File: src/rtl/mul_pkg.sv
// mul_pkg: shared multiplier width default, counter width and FSM state encoding
package mul_pkg;
  localparam int WIDTH_DEF = 8;
  localparam int CNT_W = $clog2(WIDTH_DEF);
  typedef logic [1:0] state_t;
  localparam state_t IDLE = 2'd0;
  localparam state_t RUN = 2'd1;
  localparam state_t DONE = 2'd2;
endpackage

File: src/rtl/shift_add_mul8_ctrl.sv
// shift_add_mul8_ctrl: IDLE/RUN/DONE sequencer with iteration counter (clk,rst,start -> load,step,last,busy,done)
module shift_add_mul8_ctrl
  import mul_pkg::*;
#(
  parameter int WIDTH = WIDTH_DEF
) (
  input  logic clk,
  input  logic rst,
  input  logic start,
  output logic load,
  output logic step,
  output logic last,
  output logic busy,
  output logic done
);
  localparam int CW = WIDTH > 1 ? $clog2(WIDTH) : 1;
  state_t state;
  logic [CW-1:0] cnt;
  always_comb begin
    load = (state == IDLE || state == DONE) && start;
    step = state == RUN;
    last = step && cnt == CW'(WIDTH - 1);
    busy = step;
    done = state == DONE;
  end
  always_ff @(posedge clk) begin
    if (rst) begin
      state <= IDLE;
      cnt <= '0;
    end else begin
      state <= load ? RUN : last ? DONE : step ? RUN : IDLE;
      cnt <= load ? '0 : step ? cnt + CW'(1) : cnt;
    end
  end
endmodule

File: src/rtl/shift_add_mul8.sv
// shift_add_mul8: sequential unsigned shift-add multiplier (clk,rst,start,a,b -> busy,done,product; ovf output when MUL_OVF_EN is defined)
module shift_add_mul8
  import mul_pkg::*;
#(
  parameter int WIDTH = WIDTH_DEF
) (
  input  logic               clk,
  input  logic               rst,
  input  logic               start,
  input  logic [WIDTH-1:0]   a,
  input  logic [WIDTH-1:0]   b,
  output logic               busy,
  output logic               done,
  output logic [2*WIDTH-1:0] product
`ifdef MUL_OVF_EN
  ,
  output logic               ovf
`endif
);
  logic load, step, last;
  logic [WIDTH-1:0] mcand, acc_hi, acc_lo;
  logic [WIDTH:0] sum;
  logic [2*WIDTH-1:0] acc_nxt;
  shift_add_mul8_ctrl #(.WIDTH(WIDTH)) u_ctrl (
    .clk(clk),
    .rst(rst),
    .start(start),
    .load(load),
    .step(step),
    .last(last),
    .busy(busy),
    .done(done)
  );
  always_comb begin
    sum = {1'b0, acc_hi} + {1'b0, {WIDTH{acc_lo[0]}} & mcand};
    acc_nxt = {sum, acc_lo[WIDTH-1:1]};
  end
  always_ff @(posedge clk) begin
    if (rst) begin
      mcand <= '0;
      acc_hi <= '0;
      acc_lo <= '0;
      product <= '0;
`ifdef MUL_OVF_EN
      ovf <= 1'b0;
`endif
    end else begin
      if (load) begin
        mcand <= a;
        acc_hi <= '0;
        acc_lo <= b;
      end else if (step) begin
        {acc_hi, acc_lo} <= acc_nxt;
      end
      if (last) begin
        product <= acc_nxt;
`ifdef MUL_OVF_EN
        ovf <= |acc_nxt[2*WIDTH-1:WIDTH];
`endif
      end
    end
  end
endmodule

File: config.mk
export PLATFORM = sky130hd
export DESIGN_NAME = shift_add_mul8
export DESIGN_NICKNAME = d
export VERILOG_FILES = /design/src/rtl/mul_pkg.sv /design/src/rtl/shift_add_mul8_ctrl.sv /design/src/rtl/shift_add_mul8.sv
export SDC_FILE = /design/constraint.sdc
export NUM_CORES = 1
export LEC_CHECK = 0
export BUFFER_PORTS_ARGS = -buffer_cell sky130_fd_sc_hd__buf_4
export CORE_ASPECT_RATIO = 1.75
export CORE_MARGIN = 2
export CORE_UTILIZATION = 50
export CTS_BUF_LIST = sky130_fd_sc_hd__clkbuf_16
export DETAILED_ROUTE_END_ITERATION = 6
export GPL_TIMING_DRIVEN = 0
export MAX_ROUTING_LAYER = met4
export PLACE_DENSITY = 0.72
export SYNTH_ARGS = -nofsm -noshare
export SYNTH_HDL_FRONTEND = slang
export SYNTH_HIERARCHICAL = 1
export SYNTH_SLANG_ARGS = --single-unit
File: constraint.sdc
create_clock -name clk -period 1.93 [get_ports clk]
set_input_delay 0.2895 -clock clk [delete_from_list [all_inputs] [get_ports clk]]
set_output_delay 0.2895 -clock clk [all_outputs]
set_load 0.02 [all_outputs]
==> flow_summary.yaml, run 1 <==
clocking:
  cts.path.max_buffers: 2
  clock-root-buffer: "clkbuf_16"
  clk_pin_slew_ns: 0.06
  cts_max_level: 2
  cts_sinks: 45
  numCtsBuffers: 5
  clk_latency_ns: 0.29
  cts_tree: "done"
  hold_buffers: 0
pwr:
  ir_worst_vdd_uv: 715
  finalPower_uw: 2180
  power_frac_clock_pct: 44.8
  p_comb_share_pct: 10.0
  p_sw_uw: 502
  p_leak_uw: 0.00123
  p_int_uw: 1670
  power_density_nw_per_um2: 761
  seqPwrFrac_pct: 45.2
  netSwitchingFraction_pct: 23.1
grt:
  grt_pass1_wl_mm: 7.63
  use_met1_pct: 25.0
  antenna_found_initial: 0
  grtUsageMet3_pct: 3.45
  grt-busiest-layer: "met2"
  met2_usage_pct: 35.2
  grt_max_degree: 15
  track_usage_pct: 21.6
  grt-ovfl-total: 0
  first_global_vias: 1636
timing:
  fin_skew_ns: 0.0101
  slew_viol_final: 0
  rsz0062_at_grt: "true"
  worstMarginPinSlew_ns: 0.529
  setup_viol: 3
  hold_viol: 0
  tns_ns: -0.0452
  timing.fmax_ghz: 0.512
  post-route-min-period_ns: 1.95
  setup_ws_ns: -0.0232
  slew-limit-headroom_pct: 64.7
  finalCritPeriodShare_pct: 101
synthesis:
  synth.avg_cell_area_um2: 9.67
  yosys.area_share.xor_xnor_pct: 2.02
  synthMuxAreaShare_pct: 15.2
  synth_adder_area_share_pct: 6.70
  ys.flop_type: "dfxtp_1"
  yosys_register_bits: 45
  synth_top_family_by_area: "simple AND/OR/NAND/NOR gates"
  synth_cell_types: 45
  synth_area_um2: 2170
  synth_fp_nets: 254
  synth-compound-area-share_pct: 13.1
  synth-edff-count: 0
  seq_area_frac_synth_pct: 41.6
  syn_inst: 224
  synthArstFlopShare_pct: 0
  ys_warn_count: 6
  synth-simple-area-share_pct: 16.7
setup_path:
  cp-start-kind: "flip-flop"
  worst_path_most_repeated_cell: "a211oi_2"
  r2r_end: "product[15]"
  worstPathCellList: "and2_4 > ha_4 > fa_2 > a211oi_2 > o21bai_1 > a31o_1 > a21oi_2 > a211oi_2"
  slowest_stage: "dfxtp_4"
  slowest_delay_ns: 0.35
  cp_max_fo: 3
  critical_path_required_ns: 2.10
  r2r_cells: 8
  reg2reg_slack_ns: -0.02
  cp_data_arrival_time_ns: 2.13
  end_kind: "flip-flop"
  cp-endpoint: "product[15]"
  crit_start: "acc_lo[0]"
  crit_type: "reg -> reg"
  timing.rr.start: "acc_lo[0]"
die:
  die_y_um: 91.1
  rows: 31
  fp.dieW_um: 53.8
  ios: 37
  start_util_pct: 52.2
  coreArea_um2: 4150
  die_area_um2: 4900
layout:
  area_growth_pct: 32.1
  layout_common_cells: "nor2_1 (46), buf_4 (44), dfxtp_1 (44), mux2i_1 (33), a21oi_1 (11)"
  fin_cells: 324
  multi_input_area_um2: 1300
  n_fill_cell: 333
  finalNetCount: 304
  mostFrequentLayoutCell: "nor2_1"
  drive_above_1_share_pct: 31.3
  seqCellArea_um2: 905
  antenna_cells: 0
worst_hold_path:
  hp-class: "in -> reg"
route:
  vias_per_cell: 5.42
  wl_per_cell_um: 15.3
  drt_first_pass_iters: 4
  detail_route.wirelength_mm: 4.96
  antenna_left: 0
  drtIter0Drc: 41
  via_count: 1755
  drcViolationCount: 0
placement:
  hpwl_mm: 3.37
  io_buffers: 36
  place_congestion: 0.820
  dp_cells: 309
outcome:
  violations: "negative setup slack"
  outcome: "finished, violations left"
flow_run:
  cap_violations: 0
[cell families after synthesis]
family          after synthesis
buf+inv                      17
compound gates               39
xor+xnor                      5
flops                        45
fa+ha+maj                    11
simple gates                 74
mux                          33
[power by group through the flow]
stage | sequential (µW) | clock, µW | combinational, µW
2_1_floorplan | 996 | 0 | 136
3_3_place_gp | 1000 | 0 | 196
3_5_place_dp | 1000 | 0 | 199
4_1_cts | 982 | 979 | 208
5_1_grt | 987 | 1020 | 240
6_report | 983 | 975 | 219
[final cells by class]
class	instances	area share, %
multi-input combinational	162	45.4
sequential	45	31.6
timing repair buffer	43	11.4
clock buffer	5	4.37
buffer	13	3.06
tap	49	2.14
clock inverter	3	1.49
inverter	4	0.524
[routing by layer]
layer	vias up	share of wire [%]
li1	878	-
met1	833	41
met2	37	54
met3	7	2.7
met4	0	2.1
met5	-	0
[synth_stat cells (all sizes together) (4+ instances only)]
| cell type | number | share of area [%] |
|---|---|---|
| a211oi | 6 | 2.5 |
| and2 | 9 | 2.6 |
| dfxtp | 45 | 42 |
| mux2i | 33 | 15 |
| o21ai | 5 | 1.3 |
| nor2 | 46 | 8.0 |
| inv | 4 | 0.69 |
| ha | 10 | 5.8 |
| buf | 8 | 2.7 |
| clkbuf | 5 | 1.3 |
| a21oi | 14 | 3.4 |
[sequential cells by signal, summed over array words and instances (netlist names)]
register      count
acc_lo            8
acc_hi            8
product          16
u_ctrl/cnt        3
mcand             8
u_ctrl/state      2
[worst min-delay path by stage]
| stage | from | endpoint | slack (ns) | cells past startpoint |
|---|---|---|---|---|
| 2_1_floorplan | rst | u_ctrl/cnt[1] | 0.40 | 1 |
| 3_3_place_gp | u_ctrl/cnt[2] | u_ctrl/cnt[2] | 0.45 | 2 |
| 3_5_place_dp | u_ctrl/cnt[2] | u_ctrl/cnt[2] | 0.46 | 2 |
| 4_1_cts | b[2] | acc_lo[2] | 0.23 | 3 |
| 5_1_grt | a[3] | mcand[3] | 0.24 | 3 |
| 6_report | b[2] | acc_lo[2] | 0.23 | 3 |
[per-stage QoR]
stage / util (%) / hold WS [ns] / area (µm²) / setup WS (ns)
6_report: 69.0 / 0.229 / 2860 / -0.0232
5_1_grt: 69.0 / 0.241 / 2860 / -0.102
4_1_cts: 66.5 / 0.228 / 2760 / -0.000197
3_5_place_dp: 60.4 / 0.461 / 2510 / -0.232
3_3_place_gp: 60.4 / 0.454 / 2510 / -0.233
2_1_floorplan: - / 0.396 / 2180 / 0.00407
[repair_timing]
action	4_1_cts	5_1_grt
pin swaps	7	10
endpoints found under the setup margin	8	12
setup buffers	3	4
cloned	0	0
gates resized for setup	9	13
[worst max-delay path, delay by kind of cell (launching register included)]
family / cells / cell delay (ns)
DFF: 1 / 0.35
AOI/OAI and AO/OA: 5 / 0.84
and+or+nand+nor: 1 / 0.14
adders and majority gates: 2 / 0.51
(Power assumes the default switching activity.)
==> run 2: changes to the inputs <==
- CELL_PAD_IN_SITES_DETAIL_PLACEMENT: unset -> 2
- CELL_PAD_IN_SITES_GLOBAL_PLACEMENT: unset -> 2
- CORE_UTILIZATION: 50 -> 31
==> run 2 against run 1 <==
Net effect: the run still ends with negative setup slack left; clock skew down 0.0055 ns; via count increased by 1.4%; non-clock buffer count did not move; hold slack better by 0.0039 ns; flip-flop and latch count unchanged; total power shrank 6.6%; core utilization is 27 points lower; die area grew 57%; critical path type unchanged; critical endpoint is now acc_hi[7]; largest cell class unchanged.
==> flow_summary.yaml, run 2 (same netlist as run 1, synthesis figures left out) <==
route:
  drcViolationCount: 0
  detail_route.wirelength_mm: 6.23
  via_count: 1779
  antenna_left: 0
  vias_per_cell: 4.97
  drt_first_pass_iters: 4
  wl_per_cell_um: 17.4
  drtIter0Drc: 31
die:
  die_area_um2: 7700
  fp.dieW_um: 67.2
  die_y_um: 115
  coreArea_um2: 6810
  start_util_pct: 31.8
  rows: 40
  ios: 37
pwr:
  power_frac_clock_pct: 40.6
  p_comb_share_pct: 11.0
  p_leak_uw: 0.00121
  power_density_nw_per_um2: 709
  netSwitchingFraction_pct: 24.5
  p_sw_uw: 499
  seqPwrFrac_pct: 48.4
  p_int_uw: 1530
  ir_worst_vdd_uv: 633
  finalPower_uw: 2030
clocking:
  clk_pin_slew_ns: 0.06
  cts.path.max_buffers: 2
  cts_sinks: 45
  hold_buffers: 0
  clock-root-buffer: "clkbuf_16"
  cts_tree: "done"
  cts_max_level: 2
  clk_latency_ns: 0.29
  numCtsBuffers: 5
grt:
  grt_max_degree: 14
  grt-ovfl-total: 0
  first_global_vias: 1906
  antenna_found_initial: 0
  track_usage_pct: 18.1
  grt_pass1_wl_mm: 9.80
setup_path:
  slowest_stage: "dfxtp_4"
  cp_max_fo: 8
  end_kind: "flip-flop"
  slowest_delay_ns: 0.37
  critical_path_required_ns: 2.09
  worstPathCellList: "and2_4 > ha_4 > fa_2 > a211oi_2 > o21bai_2 > a31o_1 > a21oi_2 > a21oi_1"
  cp-start-kind: "flip-flop"
  crit_type: "reg -> reg"
  r2r_cells: 8
  cp_data_arrival_time_ns: 2.16
layout:
  fin_cells: 358
  mostFrequentLayoutCell: "nor2_1"
  area_growth_pct: 32.3
  drive_above_1_share_pct: 31.4
  top_register: "product"
  layout_common_cells: "nor2_1 (46), buf_4 (44), dfxtp_1 (44), mux2i_1 (33), a21oi_1 (11)"
  finalNetCount: 304
  largest_register_ffs: 16
  seqCellArea_um2: 905
  n_fill_cell: 768
  antenna_cells: 0
  multi_input_area_um2: 1290
timing:
  slew-limit-headroom_pct: 61.5
  rsz0062_at_grt: "true"
  hold_viol: 0
  slew_viol_final: 0
  setup_ws_ns: -0.0749
  fin_skew_ns: 0.00460
  setup_viol: 7
  timing.fmax_ghz: 0.499
  post-route-min-period_ns: 2.00
  worstMarginPinSlew_ns: 0.577
  timing.hold.ws_ns: 0.233
  tns_ns: -0.212
  finalCritPeriodShare_pct: 104
placement:
  place_congestion: 0.753
  hpwl_mm: 4.48
  dp_cells: 344
  io_buffers: 36
worst_hold_path:
  hp-class: "in -> reg"
  hold_depth: 3
outcome:
  outcome: "finished, violations left"
  violations: "negative setup slack"
flow_run:
  cap_violations: 0
## run 2: path summary, 6_finish.rpt
path,start,to,slack [ns]
min reg2reg,u_ctrl/cnt[1],u_ctrl/cnt[1],0.47
min,b[4],acc_lo[4],0.23
max,acc_lo[0],acc_hi[7],-0.07
max reg2reg,acc_lo[0],acc_hi[7],-0.07
## run 2: power groups by stage
stage	Clock, µW	Sequential [µW]	Combinational [µW]
2_1_floorplan	0	996	136
3_3_place_gp	0	1000	204
3_5_place_dp	0	1010	211
4_1_cts	868	985	221
5_1_grt	901	988	246
6_report	826	984	223
## run 2: repair_timing
action / 4_1_cts / 5_1_grt
setup buffers: 4 / 3
endpoints found under the setup margin: 8 / 22
cloned: 0 / 0
gates resized for setup: 13 / 12
pin swaps: 12 / 5
## run 2: per-stage QoR
step,area (µm²),util (%),worst slack (ns)
detailed placement,2550,37.5,-0.266
finish,2870,42.1,-0.0749
floorplan,2180,-,0.00407
global route,2870,42.1,-0.162
global placement,2550,37.5,-0.243
CTS,2790,41.0,-0.0577
## run 2: metal layers
layer / vias to the layer above / global-route usage, % / wire length [µm]
li1: 873 / - / -
met1: 876 / 17.6 / 2360
met2: 25 / 33.5 / 3610
met3: 5 / 3.54 / 149
met4: 0 / 7.62 / 110
met5: - / - / 0
## run 2: area by class of cell
cell class | count | share of cell area, %
multi-input combinational | 162 | 45.0
inverter | 4 | 0.524
tap | 84 | 3.67
sequential | 45 | 31.6
clock inverter | 2 | 0.436
buffer | 13 | 3.10
timing repair buffer | 43 | 11.4
clock buffer | 5 | 4.36
## run 2: worst max-delay path, delay by kind of cell (launching register included)
family | cells | cell delay [ns]
fa+ha+maj | 2 | 0.53
compound gates | 5 | 0.84
flops | 1 | 0.37
simple gates | 1 | 0.15
==> run 3: changes to the inputs <==
- CORE_UTILIZATION: 31 -> 34
- PLACE_DENSITY: 0.72 -> 0.75
- SLEW_MARGIN: unset -> 10
- clock period: 1.93 -> 2.2 ns (I/O delays scaled with it)
==> run 3 against run 2 <==
Net effect: the run now ends clean; first-iteration DRC count down 65%; cell count down 2.5%; critical path depth up 1; die area down 8.4%; flip-flop and latch count unchanged; combinational power down 18%; largest power group unchanged.
==> flow_summary.yaml, run 3 (same netlist as run 1, synthesis figures left out) <==
outcome:
  outcome: "completed"
pwr:
  ir_worst_vdd_uv: 455
  power_frac_clock_pct: 41.5
  seqPwrFrac_pct: 48.3
  finalPower_uw: 1790
  p_leak_uw: 0.00116
  p_sw_uw: 444
  p_int_uw: 1340
  netSwitchingFraction_pct: 24.9
  p_comb_share_pct: 10.3
  power_density_nw_per_um2: 659
worst_hold_path:
  hp-class: "in -> reg"
clocking:
  cts.path.max_buffers: 2
  hold_buffers: 0
  cts_sinks: 45
  clk_pin_slew_ns: 0.06
  clock-root-buffer: "clkbuf_16"
  cts_tree: "done"
  numCtsBuffers: 5
  clk_latency_ns: 0.29
  cts_max_level: 2
die:
  rows: 38
  die_area_um2: 7050
  start_util_pct: 35.1
  die_y_um: 110
  coreArea_um2: 6180
  fp.dieW_um: 64.4
  ios: 37
placement:
  place_congestion: 0.757
  post_dp_cell_area_um2: 2540
  hpwl_mm: 4.35
  io_buffers: 36
  dpl_worst_slack_ns: -0.134
route:
  wl_per_cell_um: 17.0
  drtIter0Drc: 11
  antenna_left: 0
  detail_route.wirelength_mm: 5.95
  drt_first_pass_iters: 4
  drcViolationCount: 0
  via_count: 1760
  vias_per_cell: 5.04
grt:
  first_global_vias: 1905
  track_usage_pct: 18.9
  grt_pass1_wl_mm: 9.75
  grt-ovfl-total: 0
  grt_max_degree: 15
  antenna_found_initial: 0
timing:
  timing.hold.ws_ns: 0.273
  setup_viol: 0
  post-route-min-period_ns: 2.05
  finalCritPeriodShare_pct: 93.0
  slew_viol_final: 0
  timing.fmax_ghz: 0.489
  rsz0062_at_grt: "false"
  worstMarginPinSlew_ns: 0.598
  hold_viol: 0
  slew-limit-headroom_pct: 60.2
  fin_skew_ns: 0.00609
  setup_ws_ns: 0.154
setup_path:
  cp-start-kind: "flip-flop"
  cp_data_arrival_time_ns: 2.22
  cp_top_family: "adder cells"
  cp.buffers_inverters: 1
  slowest_delay_ns: 0.40
  cp_max_fo: 9
  critical_path_required_ns: 2.38
  worst_path_most_repeated_cell: "nand2_1"
  end_kind: "flip-flop"
  crit_type: "reg -> reg"
  worstPathCellList: "and2_4 > ha_4 > fa_2 > a211oi_2 > o21bai_1 > buf_4 > nand2_1 > mux2i_1 > nand2_1"
  slowest_stage: "fa_2"
flow_run:
  cap_violations: 0
layout:
  layout_common_cells: "nor2_1 (46), dfxtp_1 (44), buf_4 (39), mux2i_1 (33), a21oi_1 (13)"
  antenna_cells: 0
  largest_register_ffs: 16
  area_growth_pct: 25.2
  n_fill_cell: 701
  seqCellArea_um2: 905
  mostFrequentLayoutCell: "nor2_1"
  multi_input_area_um2: 1190
  final_area_um2: 2710
  finalNetCount: 298
  drive_above_1_share_pct: 24.5
  top_register: "product"
==> run 3: cell count changes in the layout (fill, tap and decap cells not counted), sizes merged <==
cell / delta
buf: -5
clkbuf: -1
clkinv: +1
==> run 3: path summary, 6_finish.rpt <==
kind / start / end / slack [ns] / cells after the start
worst min register to register: u_ctrl/cnt[1] / u_ctrl/cnt[1] / 0.48 / 2
worst max-delay path: acc_lo[0] / acc_hi[5] / 0.15 / 9
worst max register to register: acc_lo[0] / acc_hi[5] / 0.15 / 9
worst min-delay path: b[0] / acc_lo[0] / 0.27 / 3
==> run 3: routing by layer <==
metal / GRT usage (%) / share of wire (%)
met1: 18.8 / 38
met3: 3.07 / 2.7
met2: 37.1 / 58
met5: - / 0
met4: 5.93 / 1.4
==> run 3: worst register-to-register path: cells and delay by family (launching register included) <==
kind	cells	cell delay (ns)
AOI/OAI and AO/OA	2	0.31
adders and majority gates	2	0.57
buffers and inverters	1	0.14
DFF	1	0.37
muxes	1	0.20
and+or+nand+nor	3	0.35
==> run 3: power groups by stage <==
| stage | sequential (µW) | combinational [µW] | clock (µW) |
|---|---|---|---|
| 3_3_place_gp | 880 | 179 | 0 |
| 2_1_floorplan | 873 | 119 | 0 |
| 5_1_grt | 866 | 204 | 801 |
| 6_report | 862 | 183 | 741 |
| 4_1_cts | 863 | 187 | 762 |
| 3_5_place_dp | 881 | 184 | 0 |
==> run 3: through the flow <==
step	TNS, ns	util, %	std cells
floorplan	0	-	224
global placement	-0.201	41.1	340
detailed placement	-0.232	41.1	340
CTS	0	43.5	348
global route	0	43.9	349
finish	0	43.9	349
==> run 3: timing repair <==
item,CTS,global route
setup buffers,0,1
setup endpoints to repair,4,3
gates resized for setup,3,4
pin swaps,0,5
==> run 3: area by class of cell <==
class | instances | area share, %
clock inverters | 3 | 0.600
well taps | 80 | 3.69
plain buffers | 13 | 3.18
multi-input cells | 162 | 43.8
repair buffers | 37 | 10.2
clock buffers | 5 | 4.61
flip-flops and latches | 45 | 33.3
inverters | 4 | 0.554
